<file path="src/rtl/video_pll_cfg_pkg.sv">
// Shared definitions for the video PLL reconfiguration controller.
//   pll_state_e  : controller FSM states
//   mode_entry_t : one divider set (input, feedback, four output dividers)
//   MODE_TABLE   : divider sets selectable through req_mode
package video_pll_cfg_pkg;

  localparam int DYN_W    = 10;
  localparam int MODE_W   = 2;
  localparam int MODE_CNT = 4;

  typedef enum logic [2:0] {
    ST_LOAD,
    ST_RST,
    ST_WAIT_LOCK,
    ST_LOCKED,
    ST_ERROR
  } pll_state_e;

  typedef struct packed {
    logic [DYN_W-1:0]      idiv;
    logic [DYN_W-1:0]      fdiv;
    logic [3:0][DYN_W-1:0] odiv;
  } mode_entry_t;

  // odiv concatenations are written highest index first: {odiv3, odiv2, odiv1, odiv0}
  localparam mode_entry_t MODE_TABLE [MODE_CNT] = '{
    '{idiv: 10'd2, fdiv: 10'd32, odiv: {10'd100, 10'd100, 10'd100, 10'd100}},
    '{idiv: 10'd2, fdiv: 10'd32, odiv: {10'd200, 10'd200, 10'd200, 10'd200}},
    '{idiv: 10'd1, fdiv: 10'd30, odiv: {10'd4,   10'd20,  10'd2,   10'd10}},
    '{idiv: 10'd1, fdiv: 10'd29, odiv: {10'd6,   10'd24,  10'd3,   10'd12}}
  };

endpackage

</file>
<file path="src/rtl/video_pll_reconfig_ctrl_if.sv">
// Mode-change request handshake.
//   req_valid : requester has a mode change pending
//   req_mode  : requested mode index
//   req_ready : controller accepts when req_valid && req_ready
interface video_pll_reconfig_ctrl_if;

  logic                                  req_valid;
  logic [video_pll_cfg_pkg::MODE_W-1:0]  req_mode;
  logic                                  req_ready;

  modport master (output req_valid, output req_mode, input  req_ready);
  modport slave  (input  req_valid, input  req_mode, output req_ready);

endinterface

</file>
<file path="src/rtl/video_pll_lock_sync.sv">
// Brings the asynchronous PLL lock into clk and qualifies it.
//   pll_lock : raw lock from the PLL (asynchronous)
//   filt_en  : filter counts only while high; cleared otherwise
//   lock_s   : 2-flop synchronized lock
//   lock_ok  : this cycle is the LOCK_FILTER-th consecutive high sample
module video_pll_lock_sync #(
  parameter int LOCK_FILTER = 8
) (
  input  logic clk,
  input  logic rst_n,
  input  logic pll_lock,
  input  logic filt_en,
  output logic lock_s,
  output logic lock_ok
);

  localparam int FILT_W = $clog2(LOCK_FILTER + 1);
  localparam logic [FILT_W-1:0] FILT_LAST = FILT_W'(LOCK_FILTER - 1);

  logic [1:0]        sync_q;
  logic [FILT_W-1:0] filt_cnt;

  assign lock_s  = sync_q[1];
  assign lock_ok = filt_en && lock_s && (filt_cnt == FILT_LAST);

  always_ff @(posedge clk or negedge rst_n) begin
    if (!rst_n) begin
      sync_q   <= '0;
      filt_cnt <= '0;
    end else begin
      sync_q <= {sync_q[0], pll_lock};
      if (!filt_en || !lock_s) filt_cnt <= '0;
      else                     filt_cnt <= filt_cnt + FILT_W'(1);
    end
  end

endmodule

</file>
<file path="src/rtl/video_pll_reconfig_ctrl.sv">
// Video PLL reconfiguration controller: loads a divider set, pulses the PLL
// reset, waits for a filtered lock with timeout/retry, and watches for loss.
//   clk, rst_n     : system clock, asynchronous active-low reset
//   req_if         : mode-change request handshake (slave side)
//   pll_lock       : raw PLL lock (asynchronous)
//   pll_rst        : PLL reset, active-high
//   dyn_*          : divider and duty settings for the PLL
//   locked, err    : filtered lock status, configuration failure
//   cur_mode       : mode currently loaded
//   lock_loss_cnt  : saturating count of lock losses
//
// state      | meaning
// LOAD       | one cycle, dyn_* take the table entry for cur_mode
// RST        | pll_rst held high for RST_CYCLES cycles
// WAIT_LOCK  | waiting for LOCK_FILTER consecutive lock samples, with timeout
// LOCKED     | lock established, requests accepted, loss monitored
// ERROR      | retries exhausted, requests accepted
module video_pll_reconfig_ctrl
  import video_pll_cfg_pkg::*;
#(
  parameter int RST_CYCLES   = 16,
  parameter int LOCK_FILTER  = 8,
  parameter int LOCK_TIMEOUT = 65535,
  parameter int MAX_RETRY    = 3
) (
  input  logic                      clk,
  input  logic                      rst_n,
  video_pll_reconfig_ctrl_if.slave  req_if,
  input  logic                      pll_lock,
  output logic                      pll_rst,
  output logic [DYN_W-1:0]          dyn_idiv,
  output logic [DYN_W-1:0]          dyn_fdiv,
  output logic [DYN_W-1:0]          dyn_odiv0,
  output logic [DYN_W-1:0]          dyn_odiv1,
  output logic [DYN_W-1:0]          dyn_odiv2,
  output logic [DYN_W-1:0]          dyn_odiv3,
  output logic [DYN_W-1:0]          dyn_duty0,
  output logic [DYN_W-1:0]          dyn_duty1,
  output logic [DYN_W-1:0]          dyn_duty2,
  output logic [DYN_W-1:0]          dyn_duty3,
  output logic                      locked,
  output logic                      err,
  output logic [MODE_W-1:0]         cur_mode,
  output logic [7:0]                lock_loss_cnt
);

  localparam int RST_W   = $clog2(RST_CYCLES);
  localparam int TMO_W   = (LOCK_TIMEOUT > 1) ? $clog2(LOCK_TIMEOUT) : 1;
  localparam int RETRY_W = $clog2(MAX_RETRY + 2);
  localparam logic [RST_W-1:0]   RST_LAST  = RST_W'(RST_CYCLES - 1);
  localparam logic [TMO_W-1:0]   TMO_LAST  = TMO_W'(LOCK_TIMEOUT - 1);
  localparam logic [RETRY_W-1:0] RETRY_MAX = RETRY_W'(MAX_RETRY);

  pll_state_e         state, state_nx;
  logic               lock_s, lock_ok;
  logic               accept, timeout, lock_lost;
  logic               req_ready_q;
  logic [RST_W-1:0]   rst_cnt;
  logic [TMO_W-1:0]   tmo_cnt;
  logic [RETRY_W-1:0] retry_cnt, retry_inc;
  mode_entry_t        entry;

  assign req_if.req_ready = req_ready_q;
  assign accept    = req_if.req_valid && req_ready_q;
  assign timeout   = (state == ST_WAIT_LOCK) && (tmo_cnt == TMO_LAST);
  assign lock_lost = (state == ST_LOCKED) && !lock_s;
  assign retry_inc = retry_cnt + RETRY_W'(1);
  assign entry     = MODE_TABLE[cur_mode];

  video_pll_lock_sync #(.LOCK_FILTER(LOCK_FILTER)) u_lock_sync (
    .clk      (clk),
    .rst_n    (rst_n),
    .pll_lock (pll_lock),
    .filt_en  (state == ST_WAIT_LOCK),
    .lock_s   (lock_s),
    .lock_ok  (lock_ok)
  );

  always_ff @(posedge clk or negedge rst_n) begin
    if (!rst_n) state <= ST_RST;
    else        state <= state_nx;
  end

  always_comb begin
    state_nx = state;
    case (state)
      ST_LOAD:      state_nx = ST_RST;
      ST_RST:       if (rst_cnt == RST_LAST) state_nx = ST_WAIT_LOCK;
      ST_WAIT_LOCK: begin
        // a lock qualified on the last timeout cycle still counts as a lock
        if (lock_ok)      state_nx = ST_LOCKED;
        else if (timeout) state_nx = (retry_inc < RETRY_MAX) ? ST_RST : ST_ERROR;
      end
      ST_LOCKED: begin
        if (accept)       state_nx = ST_LOAD;
        else if (!lock_s) state_nx = ST_RST;
      end
      ST_ERROR:     if (accept) state_nx = ST_LOAD;
      default:      state_nx = ST_RST;
    endcase
  end

  always_ff @(posedge clk or negedge rst_n) begin
    if (!rst_n) begin
      rst_cnt       <= '0;
      tmo_cnt       <= '0;
      retry_cnt     <= '0;
      lock_loss_cnt <= '0;
      cur_mode      <= '0;
      pll_rst       <= 1'b1;
      locked        <= 1'b0;
      err           <= 1'b0;
      req_ready_q   <= 1'b0;
      dyn_idiv      <= MODE_TABLE[0].idiv;
      dyn_fdiv      <= MODE_TABLE[0].fdiv;
      dyn_odiv0     <= MODE_TABLE[0].odiv[0];
      dyn_odiv1     <= MODE_TABLE[0].odiv[1];
      dyn_odiv2     <= MODE_TABLE[0].odiv[2];
      dyn_odiv3     <= MODE_TABLE[0].odiv[3];
      dyn_duty0     <= MODE_TABLE[0].odiv[0];
      dyn_duty1     <= MODE_TABLE[0].odiv[1];
      dyn_duty2     <= MODE_TABLE[0].odiv[2];
      dyn_duty3     <= MODE_TABLE[0].odiv[3];
    end else begin
      // both timers restart whenever their state is entered
      rst_cnt <= (state == ST_RST && state_nx == ST_RST) ? rst_cnt + RST_W'(1) : '0;
      tmo_cnt <= (state == ST_WAIT_LOCK && state_nx == ST_WAIT_LOCK) ? tmo_cnt + TMO_W'(1) : '0;

      if (accept || lock_lost)    retry_cnt <= '0;
      else if (timeout && !lock_ok) retry_cnt <= retry_inc;

      // loss is counted even when a coincident request takes priority
      if (lock_lost && lock_loss_cnt != 8'hFF) lock_loss_cnt <= lock_loss_cnt + 8'd1;

      if (accept) cur_mode <= req_if.req_mode;

      if (state == ST_LOAD) begin
        dyn_idiv  <= entry.idiv;
        dyn_fdiv  <= entry.fdiv;
        dyn_odiv0 <= entry.odiv[0];
        dyn_odiv1 <= entry.odiv[1];
        dyn_odiv2 <= entry.odiv[2];
        dyn_odiv3 <= entry.odiv[3];
        dyn_duty0 <= entry.odiv[0];
        dyn_duty1 <= entry.odiv[1];
        dyn_duty2 <= entry.odiv[2];
        dyn_duty3 <= entry.odiv[3];
      end

      // status outputs are registered from the next state so they align with it
      pll_rst     <= (state_nx == ST_RST);
      locked      <= (state_nx == ST_LOCKED);
      err         <= (state_nx == ST_ERROR);
      req_ready_q <= (state_nx == ST_LOCKED) || (state_nx == ST_ERROR);
    end
  end

endmodule

</file>
<file path="src/flat_wrapper.sv">
// flat-port wrapper written by rule: the top's interface ports become plain ports
module video_pll_reconfig_ctrl_flat import video_pll_cfg_pkg::*;
#(
  parameter int RST_CYCLES   = 16,
  parameter int LOCK_FILTER  = 8,
  parameter int LOCK_TIMEOUT = 65535,
  parameter int MAX_RETRY    = 3
)
  (clk, rst_n, pll_lock, pll_rst, dyn_idiv, dyn_fdiv, dyn_odiv0, dyn_odiv1, dyn_odiv2, dyn_odiv3, dyn_duty0, dyn_duty1, dyn_duty2, dyn_duty3, locked, err, cur_mode, lock_loss_cnt, req_if_req_valid, req_if_req_mode, req_if_req_ready);
  video_pll_reconfig_ctrl_if req_if_i ();
  input  logic clk;
  input  logic rst_n;
  input  logic pll_lock;
  output logic pll_rst;
  output logic [DYN_W-1:0] dyn_idiv;
  output logic [DYN_W-1:0] dyn_fdiv;
  output logic [DYN_W-1:0] dyn_odiv0;
  output logic [DYN_W-1:0] dyn_odiv1;
  output logic [DYN_W-1:0] dyn_odiv2;
  output logic [DYN_W-1:0] dyn_odiv3;
  output logic [DYN_W-1:0] dyn_duty0;
  output logic [DYN_W-1:0] dyn_duty1;
  output logic [DYN_W-1:0] dyn_duty2;
  output logic [DYN_W-1:0] dyn_duty3;
  output logic locked;
  output logic err;
  output logic [MODE_W-1:0] cur_mode;
  output logic [7:0] lock_loss_cnt;
  input wire logic [$bits(req_if_i.req_valid)-1:0] req_if_req_valid;
  input wire logic [$bits(req_if_i.req_mode)-1:0] req_if_req_mode;
  output wire logic [$bits(req_if_i.req_ready)-1:0] req_if_req_ready;
  assign req_if_i.req_valid = req_if_req_valid;
  assign req_if_i.req_mode = req_if_req_mode;
  assign req_if_req_ready = req_if_i.req_ready;
  video_pll_reconfig_ctrl #(.RST_CYCLES(RST_CYCLES), .LOCK_FILTER(LOCK_FILTER), .LOCK_TIMEOUT(LOCK_TIMEOUT), .MAX_RETRY(MAX_RETRY)) u_core (.clk(clk), .rst_n(rst_n), .req_if(req_if_i), .pll_lock(pll_lock), .pll_rst(pll_rst), .dyn_idiv(dyn_idiv), .dyn_fdiv(dyn_fdiv), .dyn_odiv0(dyn_odiv0), .dyn_odiv1(dyn_odiv1), .dyn_odiv2(dyn_odiv2), .dyn_odiv3(dyn_odiv3), .dyn_duty0(dyn_duty0), .dyn_duty1(dyn_duty1), .dyn_duty2(dyn_duty2), .dyn_duty3(dyn_duty3), .locked(locked), .err(err), .cur_mode(cur_mode), .lock_loss_cnt(lock_loss_cnt));
endmodule
</file>
<file path="config.mk">
export PLATFORM = sky130hd
export DESIGN_NAME = video_pll_reconfig_ctrl_flat
export DESIGN_NICKNAME = d
export VERILOG_FILES = /design/src/rtl/video_pll_cfg_pkg.sv /design/src/rtl/video_pll_reconfig_ctrl_if.sv /design/src/rtl/video_pll_lock_sync.sv /design/src/rtl/video_pll_reconfig_ctrl.sv /design/src/flat_wrapper.sv
export SDC_FILE = /design/constraint.sdc
export NUM_CORES = 1
export LEC_CHECK = 0
export BUFFER_PORTS_ARGS = -buffer_cell sky130_fd_sc_hd__clkbuf_2
export CORE_MARGIN = 2
export CORE_UTILIZATION = 30
export DETAILED_ROUTE_END_ITERATION = 10
export SYNTH_ARGS = -nofsm -noshare
export SYNTH_HDL_FRONTEND = slang
export SYNTH_SLANG_ARGS = --single-unit
</file>
<file path="constraint.sdc">
create_clock -name clk -period 1.7 [get_ports clk]
set_input_delay 0.34 -clock clk [delete_from_list [all_inputs] [get_ports clk]]
set_output_delay 0.34 -clock clk [all_outputs]
set_load 0.01 [all_outputs]
</file>
==> reports/results.txt, run 1 <==
DR vias - 2239
Status - finished with violations
First-pass GRT wire length - 9520 um
TritonCTS clock tree - yes
Primary FF master, synth - dfrtp_1
H-Tree Level Count - 3
Clk sinks - 57
IO Port Bufs - 77
Slew Viols, Final - 0
CTS root buf - clkbuf_8
Synth unique cells - 44
Die Span Y - 110 um
Clock Latency Late Sink - 0.33 ns
Finish-stage setup viols - 0
Post-synthesis sequential area ratio - 42.9%
CP Class - reg -> reg
Top post-synthesis cells by count - buf_4 (91), dfrtp_1 (50), nand2_1 (39), nor2_1 (31), xnor2_1 (17)
Worst setup EP type - register
Clk_skew - 0.00744 ns
Cell Area, Synth - 0.00334 mm^2
Lkg Pwr - 1.90 nW
Fin util - 34.5%
Num CTS Buffers - 9
TritonRoute pass-1 iters - 5
Reg2reg end - u_core.pll_rst$_DFF_PN1_
Vias in the first global route - 2150
Final ANT Viol Nets - 0
Worst Path Arrival - 1.86 ns
ANT cells - 0
Max-cap violation count - 0
Largest net degree at the start of global routing - 58
Io pins - 120
Dominant cell type by area after synthesis - dfrtp_1
GRT Overall Usage - 10.1%
Initial Utilization - 30.9%
DP HPWL - 4340 um
Final WL - 5750 um
Pwr/cell area - 1410 mW/mm^2
Syn-to-layout area delta - 12.0%
Reg2reg setup slack - 0.07 ns
Post-route cell area - 0.00374 mm^2
WP data required - 1.94 ns
Synth Register Bits - 57
Gpl congestion - 0.783
Routed WL per cell - 10.7 um
Row count - 38
Mapped Cells - 347
Core box area - 0.0108 mm^2
Final-stage net count - 410
Die area - 0.0120 mm^2
Ys Warns - 0
Final hold viol count - 12
Ys async rst share - 100%
Peak VDD IR - 0.000742 V
Clk pin slew, worst setup/hold paths - 0.07 ns
Final period util - 95.7%
Synth top area cells - dfrtp_1 (37%), buf_4 (20%), dfstp_2 (5.5%)
Die W - 110 um
Initial antenna violation count - 0
EDFF count, synth - 0
Fmax - 0.615 GHz
Crit path time final - 1.63 ns
Reg2Reg Depth - 4
Hold WC Path Type - in -> async
Vias per cell - 4.17
GR Overflow Total - 0
Bufs on Longest Clock Path - 2
Ratio of cells with drive above 1 in the final layout - 30.2%
Worst Path Max Fanout - 8
Startpoint types - register
Filler Cells Inserted - 1108
Synth top area share - 37.4%
Placed inst area - 0.00345 mm^2
Most instantiated library cell after synthesis - buf_4
R2r startpoint - u_core.state[2]$_DFF_PN0_
Final hold slack - -0.00679 ns
DR iter-0 viols - 135
Violated checks - negative hold slack
# hold bufs at CTS - 0
DRC viols - 0
Post-Synthesis Mean Instance Area - 9.64 um^2
RSZ-0062 raised after global routing - yes
-- metal layers --
metal	GRT usage, %	vias up	part of all wire [%]
li1	-	1104	-
met1	11.3	1040	42
met2	17.0	89	49
met3	4.45	6	7.6
met4	3.53	0	1.1
met5	0	-	0
-- cell type report --
cell class	instances	area, um^2	area share (%)
multi-input combinational	227	1340	35.7
timing repair buffer	90	495	13.2
tap	140	175	4.68
clock inverter	5	125	3.34
sequential	57	1440	38.3
inverter	7	26.3	0.702
clock buffer	11	151	4.04
-- power by group --
group | internal, mW | total [mW] | switching [mW]
registers | 1.66 | 1.96 | 0.304
logic | 0.654 | 1.59 | 0.933
clock network | 1.20 | 1.73 | 0.528
-- critical path, cell delays in order, from the launching register on --
cell	delay [ns]
dfrtp_1	0.46
nand2b_1	0.19
or2_1	0.23
or3_1	0.39
a211oi_1	0.26
-- cell usage in the layout, fill, tap and decap left out, types with 2 or more instances in the layout --
master     instances
clkbuf_2          77
dfrtp_1           50
conb_1            42
nand2_1           39
nor2_1            31
xnor2_1           17
nand3_1           15
ha_1              12
buf_4             12
clkbuf_8          11
o21ai_0           10
xor2_1             9
inv_1              7
nand4_1            7
dfstp_2            7
nor4_1             5
nand2b_1           4
nor3_1             4
mux2i_1            4
bufinv_16          4
or2_1              2
and2_1             2
o211ai_1           2
and4_1             2
and3_1             2
-- kinds of logic (layout without fill, tap and decap cells) --
group           count (synthesis)  after routing  synth area share [%]
compound gates                 19             19                  3.55
xor+xnor                       26             26                  6.81
fa+ha+maj                      12             12                  4.49
buf+inv                       104            113                  22.2
flops                          57             57                  42.9
mux                             5              5                  1.53
other cells                     1             42                 0.112
simple gates                  123            123                  18.4
-- what timing repair did --
item | in CTS | in global routing
gates resized for setup | 0 | 2
setup endpoints to repair | 0 | 4
buffers inserted | 0 | 0
-- worst max path at each step --
| stage | start | to | depth (start not counted) |
|---|---|---|---|
| 3_3_place_gp | u_core.state[2]$_DFF_PN0_ | u_core.pll_rst$_DFF_PN1_ | 4 |
| 3_5_place_dp | u_core.state[2]$_DFF_PN0_ | u_core.pll_rst$_DFF_PN1_ | 4 |
| 4_1_cts | u_core.state[2]$_DFF_PN0_ | u_core.pll_rst$_DFF_PN1_ | 4 |
| 6_report | u_core.state[2]$_DFF_PN0_ | u_core.pll_rst$_DFF_PN1_ | 4 |
| 5_1_grt | u_core.tmo_cnt[0]$_DFF_PN0_ | u_core.retry_cnt[0]$_DFFE_PN0P_ | 6 |
| 2_1_floorplan | u_core.tmo_cnt[0]$_DFF_PN0_ | u_core.tmo_cnt[13]$_DFF_PN0_ | 7 |
-- flip-flops by register name, summed over array words and instances, names as in the netlist, 3 cells and up --
register	count
u_core.u_lock_sync.filt_cnt	4
u_core.retry_cnt	3
u_core.dyn_odiv0	3
u_core.rst_cnt	4
u_core.state	3
u_core.tmo_cnt	16
u_core.lock_loss_cnt	8
u_core.dyn_odiv2	3
u_core.dyn_odiv3	5
-- metrics by stage --
stage	TNS [ns]	total power, mW	setup slack [ns]	hold slack [ns]	std cells
floorplan	0	3.52	0.0965	0.0444	388
global placement	0	3.57	0.134	0.353	521
detailed placement	0	3.61	0.0907	0.361	521
CTS	0	5.35	0.0636	0.00386	537
global route	-0.0180	5.71	-0.0103	0.00703	537
finish	0	5.27	0.0739	-0.00679	537
No activity file was read; power rests on OpenSTA's default activity.
==> run 2, diff against run 1 <==
Settings changed: ABC_AREA from default to 1.
==> run 2 against run 1 <==
Compared with the run above: the flow now finishes without violations; register-to-register slack gained 0.05 ns; worst setup slack improved by 0.046 ns; critical path depth up 2; final cell count up 8.4%; non-clock buffer count fell by 5; utilization up 0.60 points; global-route usage fell by 0.13 points; via count increased by 3.9%; die area is 2.2% higher; largest power group unchanged; highest routed layer unchanged.
==> reports/results.txt, run 2 <==
Combinational power share - 33.8% (+3.7 points)
Clk_skew - 0.00639 ns (-0.00105 ns)
Reg2reg end - u_core.tmo_cnt[10]$_DFF_PN0_
# hold bufs at CTS - 0 (unchanged)
Gpl congestion - 0.783 (about the same)
H-Tree Level Count - 3 (unchanged)
Syn-to-layout area delta - 12.8%
TritonCTS clock tree - yes
Primary FF master, synth - dfrtp_1
Final ANT Viol Nets - 0 (unchanged)
Top post-synthesis cells by count - buf_4 (91), nand2_1 (65), dfrtp_1 (50), inv_1 (39), nor2_1 (36)
Synth top area share - 36.6% (-0.83 points)
Slew Viols, Final - 0 (unchanged)
Io pins - 120 (unchanged)
Initial antenna violation count - 0 (unchanged)
DR vias - 2326 (+3.9%)
Share of power burned in registers - 34.9% (-2.3 points)
Die W - 111 um (+1.1%)
Bufs on Longest Clock Path - 2 (unchanged)
Final hold viol count - 0 (-12)
Final hold slack - 0.00979 ns (+0.0166 ns)
Top reg by flops - u_core.tmo_cnt
Num CTS Buffers - 9 (unchanged)
Hold WC Path Type - in -> async
Status - finished, final reports clean
Post-Synthesis Mean Instance Area - 8.73 um^2 (-9.5%)
Filler Cells Inserted - 1125 (+1.5%)
Die area - 0.0123 mm^2 (+2.2%)
Commonest cells after routing, fill and taps aside - clkbuf_2 (77), nand2_1 (62), dfrtp_1 (50)
Commonest non-fill, non-tap cell in the layout - clkbuf_2
DR iter-0 viols - 61 (-55%)
CP Class - reg -> reg
Cell Area, Synth - 0.00342 mm^2 (+2.3%)
Vias per cell - 4.00 (-4.1%)
CTS root buf - clkbuf_16
Reg2Reg Depth - 6 (+2)
Fmax - 0.633 GHz (+2.9%)
DRC viols - 0 (unchanged)
Post-synthesis sequential area ratio - 42.0% (-0.96 points)
R2r startpoint - u_core.state[0]$_DFF_PN1_
Die Span Y - 111 um (+1.1%)
Vias in the first global route - 2105 (-2.1%)
Fin util - 35.1% (+0.60 points)
EDFF count, synth - 0 (unchanged)
Final period util - 93.0% (-2.7 points)
Row count - 38 (unchanged)
CP top delay family - simple AND/OR/NAND/NOR gates
GRT Overall Usage - 9.97% (-0.13 points)
Routed WL per cell - 10.6 um (-1.0%)
Finish-stage setup viols - 0 (unchanged)
Final-stage net count - 455 (+11%)
Clk pin slew, worst setup/hold paths - 0.05 ns (-0.02 ns)
Largest net degree at the start of global routing - 58 (unchanged)
Overall power - 5.70 mW (+8.0%)
Sw frac - 36.8% (+3.4 points)
Lkg Pwr - 1.99 nW (+4.4%)
Internal - 3.60 mW (+2.5%)
TritonRoute pass-1 iters - 5 (unchanged)
Final WL - 6170 um (+7.3%)
Ys Warns - 0 (unchanged)
Max reg flops - 16 (unchanged)
CP cell instances - nand3_1, nor2_1, a22oi_2, nand2_4, nand3_4, nor2_2
P_sw - 2.10 mW (+19%)
Clk sinks - 57 (unchanged)
Worst Setup SP - u_core.state[0]$_DFF_PN1_
Most instantiated library cell after synthesis - buf_4
CP bufs+invs - 0 (unchanged)
Fin cells - 582 (+8.4%)
Crit path time final - 1.58 ns (-0.0459 ns)
Initial Utilization - 31.1% (+0.29 points)
IO Port Bufs - 77 (unchanged)
Dominant cell type by area after synthesis - dfrtp_1
Startpoint types - register
Reg2reg setup slack - 0.12 ns (+0.05 ns)
Ys async rst share - 100% (unchanged)
Clock power frac - 31.3% (-1.4 points)
Pwr/cell area - 1480 mW/mm^2 (+4.8%)
Synth Register Bits - 57 (unchanged)
Peak VDD IR - 0.000651 V (-12%)
WP data required - 1.95 ns (about the same)
Worst Path Arrival - 1.83 ns (-0.03 ns)
Worst path slowest cell - dfstp_2
DP HPWL - 4440 um (+2.4%)
Worst Path Max Fanout - 8 (unchanged)
GR Overflow Total - 0 (unchanged)
Largest stage delay, worst path - 0.57 ns (+0.11 ns)
Worst setup EP type - register
ANT cells - 0 (unchanged)
Clock Latency Late Sink - 0.32 ns (about the same)
First-pass GRT wire length - 10000 um (+5.3%)
Synth top area cells - dfrtp_1 (37%), buf_4 (20%), nand2_1 (7.1%)
Ratio of cells with drive above 1 in the final layout - 31.7% (+1.4 points)
Largest regs - u_core.tmo_cnt x16, u_core.lock_loss_cnt x8, u_core.dyn_odiv3 x5
Synth unique cells - 27 (-39%)
Mapped Cells - 392 (+13%)
Core box area - 0.0110 mm^2 (+1.3%)
Placed Cells - 565 (+8.4%)
RSZ-0062 raised after global routing - yes
Max-cap violation count - 0 (unchanged)
-- run 2: changes by cell type in the layout (fill, tap and decap cells not counted), moves of 7 or more --
cell / previous run / this run
xor2_1: 9 / 16
inv_1: 7 / 38
clkbuf_16: 0 / 9
nor2_2: 0 / 12
clkbuf_8: 11 / 1
xnor2_1: 17 / 4
nand2_1: 39 / 62
-- run 2: how the worst max path moves through the flow --
stage	endpoint	slack, ns	cells past startpoint
after floorplan	u_core.tmo_cnt[9]$_DFF_PN0_	0.13	12
after detailed placement	u_core.lock_loss_cnt[7]$_DFFE_PN0P_	-0.001	8
after global routing	u_core.tmo_cnt[9]$_DFF_PN0_	-0.03	11
after global placement	u_core.tmo_cnt[0]$_DFF_PN0_	0.06	11
after CTS	u_core.tmo_cnt[1]$_DFF_PN0_	0.03	9
final	u_core.tmo_cnt[10]$_DFF_PN0_	0.12	6
-- run 2: cell type report --
type	count	area, um^2	area share [%]
flip-flops and latches	57	1440	37.2
clock inverters	5	55.1	1.43
repair buffers	85	458	11.9
multi-input cells	243	1340	34.7
inverters	41	154	3.99
well taps	140	175	4.54
clock buffers	11	243	6.29
-- run 2: stage by stage --
stage               TNS (ns)  worst slack, ns  instance area, um^2
global route          -0.186          -0.0289                 3860
global placement           0           0.0582                 3510
CTS                        0           0.0256                 3810
detailed placement  -0.00106         -0.00106                 3510
floorplan                  0            0.127                 3570
finish                     0            0.120                 3860
-- run 2: layer usage --
layer  track usage, %  wire [um]  part of all wire (%)
met1             13.2       2790                    45
met2             15.7       2950                    48
met3             3.50        380                   6.2
met4             2.25         57                  0.92
met5                0          0                     0
-- run 2: worst register-to-register path: stages, from the launching register on --
cell     delay [ns]
dfstp_2        0.57
nand3_1        0.14
nor2_1         0.23
a22oi_2        0.14
nand2_4        0.14
nand3_4        0.18
nor2_2         0.12
-- run 2: power groups by stage --
| stage | sequential, mW | combinational [mW] | clock (mW) |
|---|---|---|---|
| finish | 1.99 | 1.93 | 1.78 |
| global route | 2.05 | 2.16 | 1.89 |
| CTS | 2.00 | 1.90 | 1.84 |
| detailed placement | 2.02 | 1.89 | 0 |
| global placement | 2.00 | 1.88 | 0 |
| floorplan | 2.05 | 1.66 | 0 |
-- run 2: cell families (layout without fill, tap and decap cells) --
| logic type | Yosys count | in the layout | synth area share, % |
|---|---|---|---|
| simple gates | 148 | 149 | 20.3 |
| buf+inv | 134 | 142 | 25.0 |
| flops | 57 | 57 | 42.0 |
| compound gates | 20 | 20 | 3.11 |
| xor+xnor | 20 | 20 | 5.12 |
| fa+ha+maj | 12 | 12 | 4.39 |
| other cells | 1 | 42 | 0.110 |
-- run 2: repair_timing --
action,in CTS,in global routing
buffers inserted,0,0
resized for setup,2,11
gates cloned,0,1
pin swaps,0,4
setup endpoints to repair,2,24
hold endpoints to repair,0,0
